`config.mk`:
```
export PLATFORM = sky130hd
export DESIGN_NAME = mem_access
export DESIGN_NICKNAME = d
export VERILOG_FILES = /design/src/rtl/mem_access_pkg.sv /design/src/rtl/mem_align.sv /design/src/rtl/mem_access.sv
export SDC_FILE = /design/constraint.sdc
export NUM_CORES = 1
export LEC_CHECK = 0
export CORE_ASPECT_RATIO = 0.75
export CORE_MARGIN = 2
export CORE_UTILIZATION = 44
export CTS_CLUSTER_DIAMETER = 40
export CTS_CLUSTER_SIZE = 28
export DETAILED_ROUTE_END_ITERATION = 16
export PLACE_DENSITY = 0.95
export SETUP_SLACK_MARGIN = 0.3
export SLEW_MARGIN = 10
export SYNTH_ARGS = -nofsm -noshare
export SYNTH_HDL_FRONTEND = slang
export SYNTH_SLANG_ARGS = --single-unit
```
`constraint.sdc`:
```
create_clock -name clk -period 3.1 [get_ports clk]
set_input_delay 0.465 -clock clk [delete_from_list [all_inputs] [get_ports clk]]
set_output_delay 0.465 -clock clk [all_outputs]
set_load 0.01 [all_outputs]
```
`src/rtl/mem_access_pkg.sv`:
```
// Shared constants for the memory-access stage: FSM encoding, byte-enable width,
// the pipeline register-index width and the byte-enable helper.
package mem_access_pkg;

  localparam int REG_IDX_W = 4;
  localparam int BE_W      = 4;

  typedef logic [BE_W-1:0] be_t;

  localparam logic [1:0] ST_IDLE = 2'd0;
  localparam logic [1:0] ST_BUS  = 2'd1;
  localparam logic [1:0] ST_DONE = 2'd2;

  // Byte access enables the single addressed lane; word access enables all lanes.
  function automatic be_t byte_enable(input logic byte_acc, input logic [1:0] offset);
    if (byte_acc) return be_t'(1) << offset;
    return '1;
  endfunction

endpackage

```
`src/rtl/mem_align.sv`:
```
// Load-data alignment: byte-lane select with zero-extension, and optional rotation
// of unaligned word loads when MEM_ACCESS_UNALIGNED_ROT_EN is defined.
module mem_align (
  input  logic [31:0] rdata_i,
  input  logic [1:0]  offset_i,
  input  logic        byte_i,
  output logic [31:0] data_o
);

  logic [4:0] shamt;
  logic [7:0] lane;

  assign shamt = {offset_i, 3'b000};

  always_comb begin
    lane   = 8'(rdata_i >> shamt);
    data_o = rdata_i;
`ifdef MEM_ACCESS_UNALIGNED_ROT_EN
    if (offset_i != 2'b00) data_o = 32'({rdata_i, rdata_i} >> shamt);
`else
    // Unaligned word loads return the aligned word as-is.
`endif
    if (byte_i) data_o = {24'h0, lane};
  end

endmodule

```
`src/rtl/mem_access.sv`:
```
// Memory-access pipeline stage: passes ALU results through in one cycle, or runs a
// single bus transaction for loads/stores while stalling upstream.
// Optional feature: MEM_ACCESS_UNALIGNED_ROT_EN (rotating unaligned word loads, in mem_align).
module mem_access
  import mem_access_pkg::*;
(
  input  logic                 clk,
  input  logic                 rst,
  input  logic                 valid_i,
  input  logic [REG_IDX_W-1:0] dest_i,
  input  logic                 write_dest_do_i,
  input  logic                 write_dest_m_i,
  input  logic                 write_cpsr_i,
  input  logic                 load_i,
  input  logic                 store_i,
  input  logic                 byte_i,
  input  logic [31:0]          result_i,
  input  logic [31:0]          store_data_i,
  input  logic [63:0]          m_result_i,
  output logic                 mem_req_o,
  output logic                 mem_we_o,
  output logic [31:0]          mem_addr_o,
  output logic [31:0]          mem_wdata_o,
  output logic [BE_W-1:0]      mem_be_o,
  input  logic                 mem_ack_i,
  input  logic [31:0]          mem_rdata_i,
  output logic [REG_IDX_W-1:0] dest_o,
  output logic                 write_dest_do_o,
  output logic                 write_dest_m_o,
  output logic                 write_cpsr_o,
  output logic [31:0]          result_o,
  output logic [63:0]          m_result_o,
  output logic                 stall_o
);

  logic [1:0]           state_q, state_d;
  logic [REG_IDX_W-1:0] dest_q, dest_d, mem_dest_q, mem_dest_d;
  logic                 wdo_q, wdo_d, wdm_q, wdm_d, wcpsr_q, wcpsr_d;
  logic [31:0]          result_q, result_d;
  logic [63:0]          m_result_q, m_result_d;
  logic                 we_q, we_d, byte_q, byte_d;
  logic [31:0]          addr_q, addr_d, wdata_q, wdata_d;
  logic [BE_W-1:0]      be_q, be_d;
  logic [1:0]           offset_q, offset_d;
  logic [31:0]          load_data;

  mem_align u_align (
    .rdata_i  (mem_rdata_i),
    .offset_i (offset_q),
    .byte_i   (byte_q),
    .data_o   (load_data)
  );

  always_comb begin
    // NOTE: every _d starts from its _q so each path assigns everything and no latch is inferred.
    state_d    = state_q;
    dest_d     = dest_q;
    mem_dest_d = mem_dest_q;
    wdo_d      = wdo_q;
    wdm_d      = wdm_q;
    wcpsr_d    = wcpsr_q;
    result_d   = result_q;
    m_result_d = m_result_q;
    we_d       = we_q;
    byte_d     = byte_q;
    addr_d     = addr_q;
    wdata_d    = wdata_q;
    be_d       = be_q;
    offset_d   = offset_q;

    case (state_q)
      ST_IDLE: begin
        wdo_d   = 1'b0;
        wdm_d   = 1'b0;
        wcpsr_d = 1'b0;
        if (valid_i) begin
          if (load_i || store_i) begin
            state_d    = ST_BUS;
            mem_dest_d = dest_i;
            we_d       = store_i & ~load_i;
            byte_d     = byte_i;
            addr_d     = {result_i[31:2], 2'b00};
            offset_d   = result_i[1:0];
            be_d       = byte_enable(byte_i, result_i[1:0]);
            wdata_d    = byte_i ? {4{store_data_i[7:0]}} : store_data_i;
          end else begin
            dest_d     = dest_i;
            wdo_d      = write_dest_do_i;
            wdm_d      = write_dest_m_i;
            wcpsr_d    = write_cpsr_i;
            result_d   = result_i;
            m_result_d = m_result_i;
          end
        end
      end
      ST_BUS: begin
        // Read data is only trusted on the ack edge; stores complete with flags still low.
        if (mem_ack_i) begin
          state_d = ST_DONE;
          if (!we_q) begin
            dest_d   = mem_dest_q;
            wdo_d    = 1'b1;
            result_d = load_data;
          end
        end
      end
      ST_DONE: begin
        state_d = ST_IDLE;
        wdo_d   = 1'b0;
        wdm_d   = 1'b0;
        wcpsr_d = 1'b0;
      end
      default: state_d = ST_IDLE;
    endcase
  end

  always_ff @(posedge clk) begin
    // NOTE: non-blocking assignments so every flop samples the pre-edge values.
    if (rst) begin
      state_q    <= ST_IDLE;
      dest_q     <= '0;
      mem_dest_q <= '0;
      wdo_q      <= 1'b0;
      wdm_q      <= 1'b0;
      wcpsr_q    <= 1'b0;
      result_q   <= '0;
      m_result_q <= '0;
      we_q       <= 1'b0;
      byte_q     <= 1'b0;
      addr_q     <= '0;
      wdata_q    <= '0;
      be_q       <= '0;
      offset_q   <= '0;
    end else begin
      state_q    <= state_d;
      dest_q     <= dest_d;
      mem_dest_q <= mem_dest_d;
      wdo_q      <= wdo_d;
      wdm_q      <= wdm_d;
      wcpsr_q    <= wcpsr_d;
      result_q   <= result_d;
      m_result_q <= m_result_d;
      we_q       <= we_d;
      byte_q     <= byte_d;
      addr_q     <= addr_d;
      wdata_q    <= wdata_d;
      be_q       <= be_d;
      offset_q   <= offset_d;
    end
  end

  assign mem_req_o       = (state_q == ST_BUS);
  assign stall_o         = (state_q == ST_BUS);
  assign mem_we_o        = we_q;
  assign mem_addr_o      = addr_q;
  assign mem_wdata_o     = wdata_q;
  assign mem_be_o        = be_q;
  assign dest_o          = dest_q;
  assign write_dest_do_o = wdo_q;
  assign write_dest_m_o  = wdm_q;
  assign write_cpsr_o    = wcpsr_q;
  assign result_o        = result_q;
  assign m_result_o      = m_result_q;

endmodule

```
Word level (Yosys, flattened, before mapping)
Index checks and enable logic that the tools add are counted.
- input port bits: 174
- flip-flop bits (word level): 179
- word-level logic and storage cells: 69
- shift operators: 2
- multiplexer cells: 33
- reduce and logical (&&, ||, !) cells: 10
- bitwise gates (word level): 3
- eq/ne operators: 7
- operators with widths (kind ; number):
    32-bit 2-to-1 mux ; 6
    32-bit case mux with 2 select lines ; 1
    32-bit by 5-bit >> shifter with 8-bit output ; 1
    4-bit 2-to-1 mux ; 6
    1-bit 2-to-1 mux ; 12
    3-bit AND reduction ; 4
    2-bit inequality test, second input constant ; 4
    4-bit case mux with 2 select lines ; 1
    2-bit 2-to-1 mux ; 3
    5-bit AND reduction ; 1
    1-bit case mux with 2 select lines ; 2
    2-bit case mux with 2 select lines ; 1
    2-bit nonzero test ; 2
    1-bit by 2-bit left shift with 4-bit output, first input constant ; 1
    1-bit case mux with 3 select lines ; 1
    3-bit nonzero test ; 1
    2-bit by 1-bit equality test with 1-bit output, second input constant ; 1
    2-bit equality test, second input constant ; 1
    2-bit logical NOT ; 1
    2-bit by 1-bit inequality test with 1-bit output, second input constant ; 1
    1-bit inverter ; 2
    1-bit bitwise AND ; 1
    1-bit logical OR ; 1

Longest topological paths before layout
Gate-level depths: netlist of the first run.
- depth after elaboration: 5
- mapped depth: 9
- depth with buffers taken out: 6

Cells and area by module
Synthesis of the first run repeated with hierarchy kept, for this count alone.
- cells, all modules: 909
- area, all modules: 7932.6 um^2
- modules (own cells, without submodules) (module ; instances ; cells an instance ; sequential area each (um^2) ; area each (um^2)):
    mem_access ; 1 ; 844 ; 3583.4 ; 7420.9
    mem_align ; 1 ; 65 ; 0.0 ; 511.7

Worst setup path after synthesis of the first run
No wires, ideal clock.
- kind: register to register
- start point: register state_q[1]
- end point: register result_q[6], in the netlist result_o[6]
- data arrival time: 1.850 ns
- path buffers: 2
- stages on the path, launching flop included: 8
- slack: 1.108 ns
- cell sequence: dfxtp_1 > inv_1 > ha_1 > clkbuf_1 > mux2i_1 > a221oi_4 > clkbuf_1 > a311oi_1
- longest elaborated chain between the ends: 3
- elaborated cells on any way between the ends: 9
- ends and longest elaborated chain (item ; RTL line ; source):
    from (decl) ; mem_access.sv:36 ; logic [1:0] state_q, state_d;
    from (signal assigned) ; mem_access.sv:135 ; state_q <= state_d;
    2-bit by 1-bit equality test with 1-bit output (*) ; -- ;
    net mem_req_o ; mem_access.sv:20 ; output logic mem_req_o,
    2-bit inequality test (no source line) (tied with other cells) ; -- ;
    5-bit AND reduction (no source line) ; -- ;
    to (signal assigned) ; mem_access.sv:141 ; result_q <= result_d;
    to (decl) ; mem_access.sv:39 ; logic [31:0] result_q, result_d;
The timed path passes the listed nets; every way through them passes the cells marked *.
A chain may end at the register's enable or synchronous reset.

Final worst setup path of the first run
- start point: register state_q[1]
- end point: output port mem_req_o
- longest elaborated chain between the ends: 1
- ends and longest elaborated chain (item ; RTL line ; source):
    2-bit by 1-bit equality test with 1-bit output ; mem_access.sv:152 ; assign mem_req_o = (state_q == ST_BUS);
    to (decl) ; mem_access.sv:20 ;
No other way between the ends.

==> Flow_metrics.wiki, run 1 <==
{| class="wikitable"
! Metric !! Value
|-
| Run status || complete, no violations
|-
| Most used flip-flop cell after synthesis || sky130_fd_sc_hd__dfxtp_1
|-
| Worst-skew pair later-pin latency || 0.42 ns
|-
| Fillers || 1,149
|-
| Power density normalized to cell area || 717 nW/µm²
|-
| Starting utilization of the core area || 44.9%
|-
| Net count of the finished layout || 1,364
|-
| Unique cell type count in the Yosys netlist || 30
|-
| Floorplan row count || 40
|-
| Total number of clock tree sinks || 179
|-
| Proportion of register bits with asynchronous set or reset after synthesis || 0%
|-
| Number of enable-type register cells in the synthesized netlist || 0
|-
| Synth Register Bits || 179
|-
| Transition at the pin with the smallest max-transition slack || 0.674 ns
|-
| Number of antenna violations at the first check in global routing || 0
|-
| Floorplan core area || 16,000 µm²
|-
| Worst hold-check slack || 0.451 ns
|-
| Number of vias per cell after detailed routing || 5.26
|-
| Number of cells on the worst reg-to-reg path || 7
|-
| DRC || 0
|-
| TritonCTS clock tree || built
|-
| Layout cell share with drive strength beyond 1 || 4.76%
|-
| Area contributors post-synth || sky130_fd_sc_hd__dfxtp_1 50%, sky130_fd_sc_hd__nand2_1 12%, sky130_fd_sc_hd__a21oi_1 9.7%
|-
| Kind of start point of the critical path || register
|-
| Number of cells produced by synthesis || 875
|-
| DP HPWL || 17.9 mm
|-
| Area of the die || 17,300 µm²
|-
| Synthesized area per cell || 8.18 µm²
|-
| Wire length of the first global-routing pass || 37.5 mm
|-
| Cell Count Post-Placement || 1,375
|-
| Number of vias in the routed layout || 7,394
|-
| Worst path max stage delay || 0.65 ns
|-
| Worst reg2reg path endpoint || result_o[22]
|-
| Critical-path top delay cell || sky130_fd_sc_hd__clkdlybuf4s50_1
|-
| Sum of overflow across all layers after global routing || 0
|-
| Layout Cell Area excl Fill || 11,400 µm²
|-
| Required time of the worst setup path || 2.63 ns
|-
| Fraction of synthesized cell area taken by the top area cell type || 50.0%
|-
| Top-count cell post-synth || sky130_fd_sc_hd__nand2_1
|-
| Total Power Consumption || 0.00815 W
|-
| Antenna Violating Nets Remaining || 0
|-
| Post-Route Setup TNS || 0 ns
|-
| RSZ-0062 raised after global routing || no
|-
| Buffers inserted by post-CTS timing repair || 0
|-
| Pin count of the biggest net entering global routing || 76
|-
| Deepest level of the CTS H-tree || 4
|-
| CTS root buffer || sky130_fd_sc_hd__clkbuf_16
|-
| Cell-by-cell listing of the critical path || inv_1, ha_1, clkdlybuf4s50_1
|-
| Total global-route track usage || 27.8%
|-
| Hold path endpoint || mem_dest_q[1]
|-
| Sequential cell area fraction in the yosys report || 50.0%
|-
| Per-cell routed wire length || 17.4 µm
|-
| Post-CTS sizing || 0
|-
| Placed cell areas || 10,800 µm²
|-
| Post-layout instance count excluding filler cells || 1,407
|-
| Area grow syn2layout || 58.9%
|-
| Number of antenna repair diodes || 0
|-
| Die outline width || 151 µm
|-
| Final wirelength || 24.4 mm
|-
| Number of pins exceeding their max-slew limit in the final report || 0
|-
| Relative slew slack || 55.0%
|-
| Buffers from clock root to sink, at most || 2
|-
| Drt first-iter violations || 398
|-
| Final Hold Viols || 0
|-
| Kind of end point of the critical path || output port
|-
| Highest achievable clock rate || 392 MHz
|-
| Number of global-route vias before repair || 7,124
|-
| Arrival time of data at the critical path endpoint || 2.09 ns
|-
| Io pins || 348
|-
| Initial DRT Pass Iterations || 4
|-
| Worst reg-to-reg setup slack || 0.78 ns
|-
| Number of max-capacitance violations reported || 0
|-
| Clock transition at the registers of the reported paths || 0.06 ns
|-
| Worst hold start || mem_dest_q[1]
|-
| Number of buffers added by the clock tree synthesis step || 17
|-
| Critical setup path kind || reg2out
|-
| Number of buffers inserted by port buffering || 345
|-
| R2r startpoint || state_q[1]
|-
| Peak supply drop || 0.500 mV
|-
| Worst Skew || 0.0128 ns
|-
| Final worst-path cycle share || 82.3%
|-
| Die extent in y || 114 µm
|-
| Path type of the worst min-delay path || reg2reg
|-
| Mapped cell area || 7160 µm²
|-
| Syn. warnings || 0
|-
| Most used standard cells in the synthesized netlist || 222 x sky130_fd_sc_hd__nand2_1, 179 x sky130_fd_sc_hd__dfxtp_1, 139 x sky130_fd_sc_hd__a21oi_1, 70 x sky130_fd_sc_hd__nor2_1, 58 x sky130_fd_sc_hd__clkbuf_1
|-
| Worst-path maximum fanout || 9
|-
| Depth of the worst hold-timing path || 2
|-
| Global placement routability congestion || 0.855
|-
| Hold-fix buffers at CTS || 0
|-
| Leakage || 4.10 nW
|-
| Finish-stage setup viols || 0
|-
| Top cell type by total area after synthesis || sky130_fd_sc_hd__dfxtp_1
|-
| Minimum clock period || 2.55 ns
|}
-- where the power goes --
part | switching, W | internal [W]
sequential | 0.000258 | 0.00273
combinational | 0.00149 | 0.00145
clock | 0.000938 | 0.00128
-- worst max-delay path by stage --
stage,start,endpoint,slack [ns]
detailed placement,valid_i,result_o[5],0.54
finish,state_q[1],mem_req_o,0.55
CTS,state_q[1],mem_req_o,0.52
floorplan,state_q[1],result_o[6],1.11
global placement,valid_i,result_o[0],0.64
global route,state_q[1],mem_req_o,0.44
-- state kept, by name, indices dropped and copies added (netlist names) --
| signal | cells |
|---|---|
| byte_q | 1 |
| dest_o | 4 |
| m_result_o | 64 |
| mem_addr_o | 30 |
| mem_be_o | 4 |
| mem_dest_q | 4 |
| mem_wdata_o | 32 |
| mem_we_o | 1 |
| offset_q | 2 |
| result_o | 32 |
| state_q | 2 |
| write_cpsr_o | 1 |
| write_dest_do_o | 1 |
| write_dest_m_o | 1 |
-- layout by cell type (no fill, tap or decap), drive strengths merged, types with 11 or more instances in the layout --
cell type	n
inv	13
a311oi	13
nor2b	28
mux2i	39
nor2	70
a211oi	52
clkbuf	18
dfxtp	179
buf	19
a21oi	139
nand2b	11
nand2	222
clkdlybuf4s50	344
-- cell families after synthesis --
logic type	Yosys count	share of synthesized area, %
adders and majority gates	6	1.05
and+or+nand+nor	341	19.6
buffers and inverters	82	4.61
other	1	0.0524
AOI/OAI and AO/OA	227	19.2
muxes	39	5.45
DFF	179	50.0
-- routing by layer --
layer / track usage, % / vias up / wire length (µm) / share of wire [%]
li1: - / 3580 / - / -
met1: 32.9 / 3389 / 9560 / 39
met2: 46.8 / 361 / 11700 / 48
met3: 8.96 / 64 / 2420 / 9.9
met4: 11.3 / 0 / 765 / 3.1
met5: 0 / - / 0 / 0
-- stage by stage --
step	setup WS [ns]	util [%]
floorplan	1.11	-
detailed placement	0.539	67.5
global route	0.442	71.3
global placement	0.638	67.5
CTS	0.524	71.3
finish	0.549	71.3
-- worst max-delay path: cells and delay by family, from the launching register on --
kind,cells,cell delay [ns]
DFF,1,0.34
buffers and inverters,2,0.78
adders and majority gates,1,0.55
-- layout make-up --
cell class                 instances  area, µm²  share of cell area, %
inverter                           8       30.0                  0.264
clock buffer                      18        429                   3.77
clock inverter                    14        174                   1.53
sequential                       179       3580                   31.5
tap                              210        263                   2.31
multi-input combinational        615       3270                   28.7
timing repair buffer             363       3630                   31.9
(Power assumes the default switching activity.)
==> run 2, diff against run 1 <==
--- a/config.mk
+++ b/config.mk
@@ -7,11 +7,11 @@
 export LEC_CHECK = 0
 export CORE_ASPECT_RATIO = 0.75
 export CORE_MARGIN = 2
-export CORE_UTILIZATION = 44
+export CORE_UTILIZATION = 41
 export CTS_CLUSTER_DIAMETER = 40
 export CTS_CLUSTER_SIZE = 28
 export DETAILED_ROUTE_END_ITERATION = 16
-export PLACE_DENSITY = 0.95
+export PLACE_DENSITY = 0.92
 export SETUP_SLACK_MARGIN = 0.3
 export SLEW_MARGIN = 10
 export SYNTH_ARGS = -nofsm -noshare
==> constraint.sdc (replaced) <==
create_clock -name clk -period 2.6 [get_ports clk]
set_input_delay 0.39 -clock clk [delete_from_list [all_inputs] [get_ports clk]]
set_output_delay 0.39 -clock clk [all_outputs]
set_load 0.01 [all_outputs]
==> Flow_metrics.wiki, run 2 (same netlist as run 1, synthesis figures left out) <==
{| class="wikitable"
! Metric !! Value
|-
| Run status || complete, no violations
|-
| Final wirelength || 24.0 mm (-1.7%)
|-
| Antenna Violating Nets Remaining || 0 (unchanged)
|-
| Wire length of the first global-routing pass || 37.0 mm (-1.2%)
|-
| Number of vias per cell after detailed routing || 5.14 (-2.2%)
|-
| Area taken by multi-input logic gates || 3270 µm² (unchanged)
|-
| Sequential cell area in the final layout || 3580 µm² (unchanged)
|-
| Depth of the worst hold-timing path || 2 (unchanged)
|-
| Path type of the worst min-delay path || in2reg
|-
| Highest achievable clock rate || 470 MHz
|-
| Buffers from clock root to sink, at most || 2 (unchanged)
|-
| Finish-stage setup viols || 0 (unchanged)
|-
| Power density normalized to cell area || 835 nW/µm² (+17%)
|-
| Peak supply drop || 0.476 mV (-4.9%)
|-
| DP HPWL || 17.8 mm (-0.26%)
|-
| Floorplan row count || 41 (+2.5%)
|-
| Worst hold start || rst
|-
| Number of cells on the worst reg-to-reg path || 7 (unchanged)
|-
| Io pins || 348 (unchanged)
|-
| Leakage || 4.10 nW (+0.22%)
|-
| Total number of clock tree sinks || 179 (unchanged)
|-
| R2r startpoint || state_q[0]
|-
| Number of global-route vias before repair || 7,118 (-0.084%)
|-
| Net count of the finished layout || 1,363 (-0.073%)
|-
| Flip-flop count of the largest register, all copies and words added || 64 (unchanged)
|-
| Hold-fix buffers at CTS || 0 (unchanged)
|-
| Commonest cells after routing, fill and taps aside || 343 x sky130_fd_sc_hd__clkdlybuf4s50_1, 222 x sky130_fd_sc_hd__nand2_1, 179 x sky130_fd_sc_hd__dfxtp_1
|-
| Relative slew slack || 48.5% (-6.5 points)
|-
| Clock transition at the registers of the reported paths || 0.08 ns (+0.02 ns)
|-
| Timing startpoint of the critical path || state_q[1]
|-
| Number of buffers inserted by port buffering || 345 (unchanged)
|-
| Drt first-iter violations || 481 (+21%)
|-
| Placed cell areas || 10,900 µm² (+0.74%)
|-
| Worst hold-check slack || 0.424 ns (-0.0268 ns)
|-
| Hold path endpoint || mem_addr_o[15]
|-
| Sum of overflow across all layers after global routing || 0 (unchanged)
|-
| Number of pins exceeding their max-slew limit in the final report || 0 (unchanged)
|-
| Transition at the pin with the smallest max-transition slack || 0.772 ns (+0.0983 ns)
|-
| Fillers || 1,337 (+16%)
|-
| Layout Cell Area excl Fill || 11,400 µm² (+0.41%)
|-
| Total Power Consumption || 0.00954 W (+17%)
|-
| Worst Skew || 0.0182 ns (+0.00547 ns)
|-
| Commonest non-fill, non-tap cell in the layout || sky130_fd_sc_hd__clkdlybuf4s50_1
|-
| Final Hold Viols || 0 (unchanged)
|-
| Critical setup path kind || reg2out
|-
| Die outline width || 157 µm (+3.5%)
|-
| Final worst-path cycle share || 81.9%
|-
| TritonCTS clock tree || built
|-
| Die extent in y || 118 µm (+3.5%)
|-
| Initial DRT Pass Iterations || 4 (unchanged)
|-
| Number of vias in the routed layout || 7,365 (-0.39%)
|-
| DRC || 0 (unchanged)
|-
| Starting utilization of the core area || 42.2% (-2.7 points)
|-
| CTS root buffer || sky130_fd_sc_hd__clkbuf_16
|-
| Pin count of the biggest net entering global routing || 73 (-3.9%)
|-
| Arrival time of data at the critical path endpoint || 1.74 ns (-0.35 ns)
|-
| Deepest level of the CTS H-tree || 4 (unchanged)
|-
| Area grow syn2layout || 59.5%
|-
| Floorplan core area || 17,000 µm² (+6.4%)
|-
| Global placement routability congestion || 0.823 (-3.7%)
|-
| Post-Route Setup TNS || 0 ns (unchanged)
|-
| Total global-route track usage || 25.3% (-2.5 points)
|-
| Area of the die || 18,500 µm² (+7.1%)
|-
| Required time of the worst setup path || 2.21 ns (-0.42 ns)
|-
| Worst reg2reg path endpoint || mem_wdata_o[12]
|-
| Number of buffers added by the clock tree synthesis step || 17 (unchanged)
|-
| Per-cell routed wire length || 16.8 µm (-3.5%)
|-
| Number of max-capacitance violations reported || 0 (unchanged)
|-
| Minimum clock period || 2.13 ns
|-
| Post-CTS sizing || 0 (unchanged)
|-
| Worst-path maximum fanout || 6 (-3)
|-
| RSZ-0062 raised after global routing || no
|-
| Buffers inserted by post-CTS timing repair || 0 (unchanged)
|-
| Layout cell share with drive strength beyond 1 || 4.77% (about the same)
|-
| Worst-skew pair later-pin latency || 0.43 ns (about the same)
|-
| Kind of end point of the critical path || output port
|-
| Kind of start point of the critical path || register
|-
| Worst reg-to-reg setup slack || 0.52 ns (-0.26 ns)
|-
| Number of antenna violations at the first check in global routing || 1 (+1)
|}
run 2: cell types whose count changed in the layout (fill, tap and decap cells not counted):
| cell | delta |
|---|---|
| sky130_fd_sc_hd__bufinv_16 | -3 |
| sky130_fd_sc_hd__diode_2 | +1 |
| sky130_fd_sc_hd__clkinvlp_4 | -2 |
| sky130_fd_sc_hd__clkinv_2 | -2 |
| sky130_fd_sc_hd__buf_2 | +1 |
| sky130_fd_sc_hd__buf_4 | -6 |
| sky130_fd_sc_hd__clkinv_4 | +5 |
| sky130_fd_sc_hd__buf_12 | +5 |
| sky130_fd_sc_hd__inv_8 | +4 |
| sky130_fd_sc_hd__clkbuf_8 | +1 |
| sky130_fd_sc_hd__inv_6 | -3 |
| sky130_fd_sc_hd__clkdlybuf4s50_1 | -1 |
run 2: worst max-delay path by stage:
stage | slack [ns] | cells past startpoint | to
2_1_floorplan | 0.61 | 7 | result_o[6]
3_3_place_gp | 0.22 | 6 | result_o[0]
3_5_place_dp | 0.14 | 6 | result_o[14]
4_1_cts | 0.34 | 3 | stall_o
5_1_grt | 0.32 | 7 | mem_be_o[1]
6_report | 0.47 | 3 | stall_o
run 2: per-stage QoR:
stage	worst slack (ns)	utilization [%]	instances
6_report	0.472	67.3	1433
5_1_grt	0.318	67.3	1433
4_1_cts	0.342	67.2	1432
3_5_place_dp	0.140	63.9	1400
3_3_place_gp	0.219	63.9	1400
2_1_floorplan	0.608	-	876
run 2: report_power, final:
part	internal (W)	total, W	switching, W	leakage [nW]
Combinational	0.00176	0.00354	0.00178	2.37
Sequential	0.00326	0.00354	0.000283	1.46
Clock	0.00129	0.00246	0.00117	0.272
Total	0.00631	0.00954	0.00323	4.10
run 2: metal layers:
metal,share of wire (%),GRT usage (%),wire (µm)
met4,1.9,7.97,447
met2,49,43.7,11800
met3,9.2,8.51,2210
met5,0,0,0
met1,40,29.4,9560
run 2: layout make-up:
| class | count | share of cell area [%] |
|---|---|---|
| diodes | 1 | 0.0219 |
| clock buffers | 19 | 3.88 |
| clock inverters | 13 | 1.06 |
| inverters | 8 | 0.263 |
| multi-input cells | 615 | 28.6 |
| flip-flops and latches | 179 | 31.4 |
| well taps | 236 | 2.58 |
| repair buffers | 362 | 32.2 |
run 2: worst max-delay path, stage by stage, from the launching register on:
cell                              delay [ns]
sky130_fd_sc_hd__dfxtp_1                0.34
sky130_fd_sc_hd__inv_1                  0.13
sky130_fd_sc_hd__ha_2                   0.29
sky130_fd_sc_hd__clkdlybuf4s50_1        0.57
